**src/rtl/fetch_unit.sv**
```systemverilog
// fetch_unit: program counter and instruction-fetch sequencer for the 8-bit
// lab processor. The sequencer starts a program at a given address. It then
// advances the PC, or redirects it to a branch target, once per retired
// instruction, and it stops when the decoder flags a halt. It also keeps a
// saturating count of retired instructions.
module fetch_unit #(
  parameter int PC_W  = 8,
  parameter int CNT_W = 16
) (
  input  logic             clk,
  input  logic             reset,
  input  logic             start_i,
  input  logic [PC_W-1:0]  startAddr_i,
  input  logic             branch_taken_i,
  input  logic [PC_W-1:0]  target_i,
  input  logic             halt_i,
  input  logic             stall_i,
  output logic [PC_W-1:0]  pc_o,
  output logic             fetch_valid_o,
  output logic             done_o,
  output logic [CNT_W-1:0] retired_o,
  output logic             redirect_o
);

  typedef enum logic [1:0] {
    IDLE = 2'd0,
    RUN  = 2'd1,
    HALT = 2'd2
  } state_t;

  state_t state;

  localparam logic [PC_W-1:0]  PC_ONE   = {{(PC_W-1){1'b0}}, 1'b1};
  localparam logic [PC_W-1:0]  PC_ZERO  = {PC_W{1'b0}};
  localparam logic [CNT_W-1:0] CNT_ONE  = {{(CNT_W-1){1'b0}}, 1'b1};
  localparam logic [CNT_W-1:0] CNT_ZERO = {CNT_W{1'b0}};

  // Saturating increment: once the counter reaches all-ones it stays there
  // instead of wrapping back to zero.
  function automatic logic [CNT_W-1:0] sat_inc(input logic [CNT_W-1:0] value);
    if (&value) begin
      return value;
    end else begin
      return value + CNT_ONE;
    end
  endfunction

  // Sequencer state, PC, retire counter and state-decoded flags.
  // The flags are kept as flops alongside the state, so every output is registered.
  always_ff @(posedge clk or posedge reset) begin
    if (reset) begin
      state         <= IDLE;
      pc_o          <= PC_ZERO;
      retired_o     <= CNT_ZERO;
      fetch_valid_o <= 1'b0;
      done_o        <= 1'b0;
      redirect_o    <= 1'b0;
    end else begin
      case (state)
        // IDLE and HALT behave the same way on a start request; in HALT,
        // done_o stays high until that request arrives.
        IDLE, HALT: begin
          if (start_i) begin
            state         <= RUN;
            pc_o          <= startAddr_i;
            retired_o     <= CNT_ZERO;
            fetch_valid_o <= 1'b1;
            done_o        <= 1'b0;
            redirect_o    <= 1'b0;
          end
        end
        RUN: begin
          // A stalled cycle retires nothing, so every register holds,
          // redirect_o included. A start request is ignored while running.
          if (!stall_i) begin
            retired_o <= sat_inc(retired_o);
            if (halt_i) begin
              state         <= HALT;
              fetch_valid_o <= 1'b0;
              done_o        <= 1'b1;
              redirect_o    <= 1'b0;
            end else if (branch_taken_i) begin
              pc_o       <= target_i;
              redirect_o <= 1'b1;
            end else begin
              pc_o       <= pc_o + PC_ONE;
              redirect_o <= 1'b0;
            end
          end
        end
        default: begin
          state         <= IDLE;
          pc_o          <= PC_ZERO;
          retired_o     <= CNT_ZERO;
          fetch_valid_o <= 1'b0;
          done_o        <= 1'b0;
          redirect_o    <= 1'b0;
        end
      endcase
    end
  end

endmodule

```
**config.mk**
```make
export PLATFORM = sky130hd
export DESIGN_NAME = fetch_unit
export DESIGN_NICKNAME = d
export VERILOG_FILES = /design/src/rtl/fetch_unit.sv
export SDC_FILE = /design/constraint.sdc
export NUM_CORES = 1
export LEC_CHECK = 0
export ABC_CLOCK_PERIOD_IN_PS = 2600
export CAP_MARGIN = 10
export CORE_MARGIN = 5
export CORE_UTILIZATION = 25
export CTS_CLUSTER_SIZE = 20
export DETAILED_ROUTE_END_ITERATION = 16
export PLACE_DENSITY = 0.54
export SETUP_SLACK_MARGIN = 0.4
export SLEW_MARGIN = 20
export SYNTH_ARGS = -nofsm -noshare
export SYNTH_HDL_FRONTEND = slang
export SYNTH_SLANG_ARGS = --single-unit
```
**constraint.sdc**
```tcl
create_clock -name clk -period 2.6 [get_ports clk]
set_clock_uncertainty 0.15 [all_clocks]
set_input_delay 0.26 -clock clk [delete_from_list [all_inputs] [get_ports clk]]
set_output_delay 0.26 -clock clk [all_outputs]
set_load 0.005 [all_outputs]
```
* Word-level counts from Yosys, hierarchy flattened
Cells that the tools add are included.
Cells by class: $add $sub $neg 2, equality and inequality tests 7, multiplexer cells 25, reduce and logical (&&, ||, !) cells 7
Operators with widths (count):
- $mux 16 | 3
- $mux 8 | 4
- $pmux 16 s2 | 1
- $add 16x1->16 const B | 1
- $pmux 8 s2 | 1
- $reduce_and 16->1 | 1
- $ne 2x2->1 const B | 5
- $mux 1 | 9
- $reduce_and 3->1 | 3
- $add 8x1->8 const B | 1
- $mux 2 | 3
- $pmux 1 s2 | 3
- $pmux 2 s2 | 1
- $eq 2x1->1 const B | 1
- $eq 2x2->1 const B | 1
- $logic_not 2->1 | 1
- $reduce_and 2->1 | 1
- $reduce_or 2->1 | 1
Storage, ports and cells: bits in registers 29, bits of input ports 22, output and inout port bits 27, logic and storage cells 47

* Depth between registers and ports, before layout
depth after elaboration 5, gate-level depth with buffers 7, gate-level depth less buffers 6

* Worst setup path after synthesis
OpenSTA, ideal clock, no wires.
kind flip-flop to flip-flop, start register retired_o[0], end register retired_o[15], setup time 0.110 ns, data arrival time 1.799 ns, required time 2.340 ns, path slack 0.541 ns, stages on the path, launching flop included 8, path buffers 1, clock period less this slack 2.059 ns, path through dfrtp_1 > ha_1 > nand4_1 > or4_1 > buf_6 > o21ai_4 > o21ai_1 > o41ai_1
Between the ends: cells in the longest elaborated chain, start to end 4, elaborated cells between the ends (all ways) 7, classes of those cells add/sub (1); eq/ne (1); mux (3); reduce/logical (2)
RTL lines:
- start: declaration | RTL line 21 | output logic [CNT_W-1:0] retired_o,
- start signal: assignment | RTL line 76 | retired_o <= sat_inc(retired_o);
- $add 16x1->16 | RTL line 44 | return value + CNT_ONE;
- $mux 16 | RTL line 41 | if (&value) begin
- $mux 16 | RTL line 75 | if (!stall_i) begin
- $pmux 16 s2 | RTL line 59 | case (state)
Parallel ways exist; a longest one is shown, timed or not. The select of a mux whose other input is x is not followed. A chain may end at the register's enable or synchronous reset.

* Final worst setup path
Same ends and word-level chain as after synthesis.

==> results.yml <==
clocking:
  clkTransAtPathRegs_ns: 0.11
  numClockSinks: 28
  clk_latency_ns: 0.28
  cts_tree: "done"
  cts_htree_levels: 1
  cts_buffers: 3
  cts_root_buf: "clkbuf_8"
  post-cts-setup-buffer-count: 0
  cts_buffer_depth: 2
power_and_ir_drop:
  ir_drop_uv: 399
  total_power_mw: 1.86
  power_density_nw_per_um2: 799
  p_leak_nw: 0.932
sta:
  setup_viol_count_final: 0
  rsz0062_at_grt: "no"
  final.setup.tns_ns: 0
  layout_worst_path_cycle_share_pct: 78.5
  layout_setup_ws_ns: 0.559
  worst_slew_pin_slew_ns: 0.547
  clock.fmax_ghz: 0.490
  drv_slew: 0
  max_slew_margin_pct: 63.5
  period_needed_ns: 2.04
  final_hold_viol_count: 0
final_layout:
  multi_input_area_um2: 921
  nFillCells: 675
  antenna-diode-count: 0
  syn2layout_area_growth_pct: 41.3
  register_area_um2: 703
  final_cell_mix: "clkdlybuf4s50_1 (48), nand2_1 (31), dfrtp_1 (26)"
  layout_commonest_cell: "clkdlybuf4s50_1"
  layout.nets: 276
  instances_no_fill: 328
  drive_gt1_share_pct: 7.57
global_route:
  antenna_found_initial: 0
  grt_pass1_wl_um: 8220
  grt_max_degree: 29
  gr-usage-all-layers_pct: 12.1
  grt_overflow: 0
  grt_pass1_vias: 1621
critical_path:
  start_kind: "flip-flop"
  endpoint_kind: "flip-flop"
  arrival_ns: 2.07
  cp.required_ns: 2.63
  setup.worst_path.class: "reg -> reg"
  endpoint: "retired_o[15]"
  slowest_stage: "or4_4"
  cpPeakStageDelay_ns: 0.56
  r2r_start: "retired_o[0]"
  path_cells: "ha_1, nand4_1, or4_4, o21ai_4, o21ai_1, o41ai_1"
  ff2ff_setup_slack_ns: 0.56
  cp_max_fo: 11
  crit_start: "retired_o[0]"
  r2r_end: "retired_o[15]"
  reg2reg_depth: 6
placement:
  routabilityCongestion: 0.805
  io_buffers: 48
  dp_cells: 323
  dp_hpwl_um: 3650
  place_ws_ns: 0.220
yosys:
  synth_nets: 221
  yosysUniqueCellTypes: 39
  yosys_warnings: 0
  synth_flop_cell: "dfrtp_1"
  synth_area_um2: 1650
  synth_edf_count: 0
  synthArstFlopShare_pct: 100
  synth_cells: 197
  ys_seq_area_share_pct: 42.6
  synth-seq-cells: 28
  avgSynthCellArea_um2: 8.36
floorplanning:
  core_um2: 6390
  die_h_um: 91.2
  die_w_um: 91.2
  die_area_um2: 8310
  rows: 29
  initial_utilization_pct: 25.8
  num_io_pins: 49
routing:
  routed_wl_um: 5050
  detail-route-antenna-nets: 0
  drtIter0Drc: 92
  dr.pass1.iters: 4
  drc: 0
  wl_per_cell_um: 15.4
  vias: 1664
  via_per_inst: 5.07
flow_run:
  cap_viol_max_count: 0
worst_hold_path:
  hp-class: "in -> async"
outcome:
  outcome: "finished, final reports clean"
[where the power goes]
group	switching, mW	internal, mW
Clock	0.146	0.136
Sequential	0.144	0.539
Combinational	0.468	0.428
Total	0.758	1.10
[worst min path at each step]
stage                  start  slack, ns            end  cells after the start
3_3_place_gp   fetch_valid_o       0.32  fetch_valid_o                      2
2_1_floorplan          reset       0.18  fetch_valid_o                      1
5_1_grt                reset       0.24        pc_o[2]                      3
6_report               reset       0.19  retired_o[11]                      3
3_5_place_dp   fetch_valid_o       0.34  fetch_valid_o                      2
4_1_cts                reset       0.20  retired_o[11]                      3
[critical path: cells and delay by family, from the launching register on]
kind,cells,cell delay [ns]
AOI/OAI and AO/OA,3,0.41
adders and majority gates,1,0.21
DFF,1,0.43
and+or+nand+nor,2,0.73
[metrics by stage]
step | instance area [um^2] | utilization, % | hold slack (ns)
after floorplan | 1650 | - | 0.175
after global placement | 2250 | 35.2 | 0.317
after detailed placement | 2250 | 35.2 | 0.337
after CTS | 2310 | 36.2 | 0.201
after global routing | 2330 | 36.4 | 0.244
final | 2330 | 36.4 | 0.191
[final cells by class]
| class | count | area share (%) |
|---|---|---|
| Clock buffer | 4 | 2.37 |
| Sequential cell | 28 | 30.2 |
| Multi-Input combinational cell | 159 | 39.6 |
| Inverter | 5 | 0.806 |
| Timing Repair Buffer | 55 | 22.9 |
| Tap cell | 77 | 4.14 |
[what timing repair did]
item	4_1_cts	5_1_grt
endpoints found under the hold margin	0	0
endpoints found under the setup margin	14	14
gates cloned	1	0
gates resized for setup	2	3
pin swaps	1	1
hold buffers	0	0
[kinds of logic after synthesis]
group           Yosys count  synth area share, %
compound gates           60                 23.6
xor+xnor                  6                 3.19
fa+ha+maj                 2                 1.52
buf+inv                  11                 2.96
flops                    28                 42.6
mux                       1                0.608
simple gates             89                 25.5
[registers in the layout, indices dropped and copies added (netlist names)]
name,cells
retired_o,16
redirect_o,1
fetch_valid_o,1
pc_o,8
state,2
[metal layers]
| metal | part of all wire, % | wire length [um] | global-route usage, % | vias up |
|---|---|---|---|---|
| met2 | 48 | 2410 | 19.7 | 30 |
| met1 | 48 | 2420 | 16.5 | 796 |
| met5 | 0 | 0 | 0 | - |
| met4 | 0.83 | 42 | 3.67 | 0 |
| li1 | - | - | - | 836 |
| met3 | 3.4 | 174 | 1.82 | 2 |
[synthesized netlist by cell type, drive strengths merged (3+ instances only)]
cell type / count / area share [%]
dfrtp: 28 / 43
a41oi: 3 / 1.6
a21oi: 11 / 3.3
inv: 5 / 1.1
nand4: 3 / 1.1
nand2b: 4 / 1.5
clkbuf: 4 / 0.91
o31ai: 8 / 3.6
o21ai: 22 / 7.4
nand3: 19 / 6.1
nand2: 31 / 7.1
and3: 5 / 1.9
xnor2: 4 / 2.1
nor2: 18 / 4.1
Power figures use the tool's default switching activity.
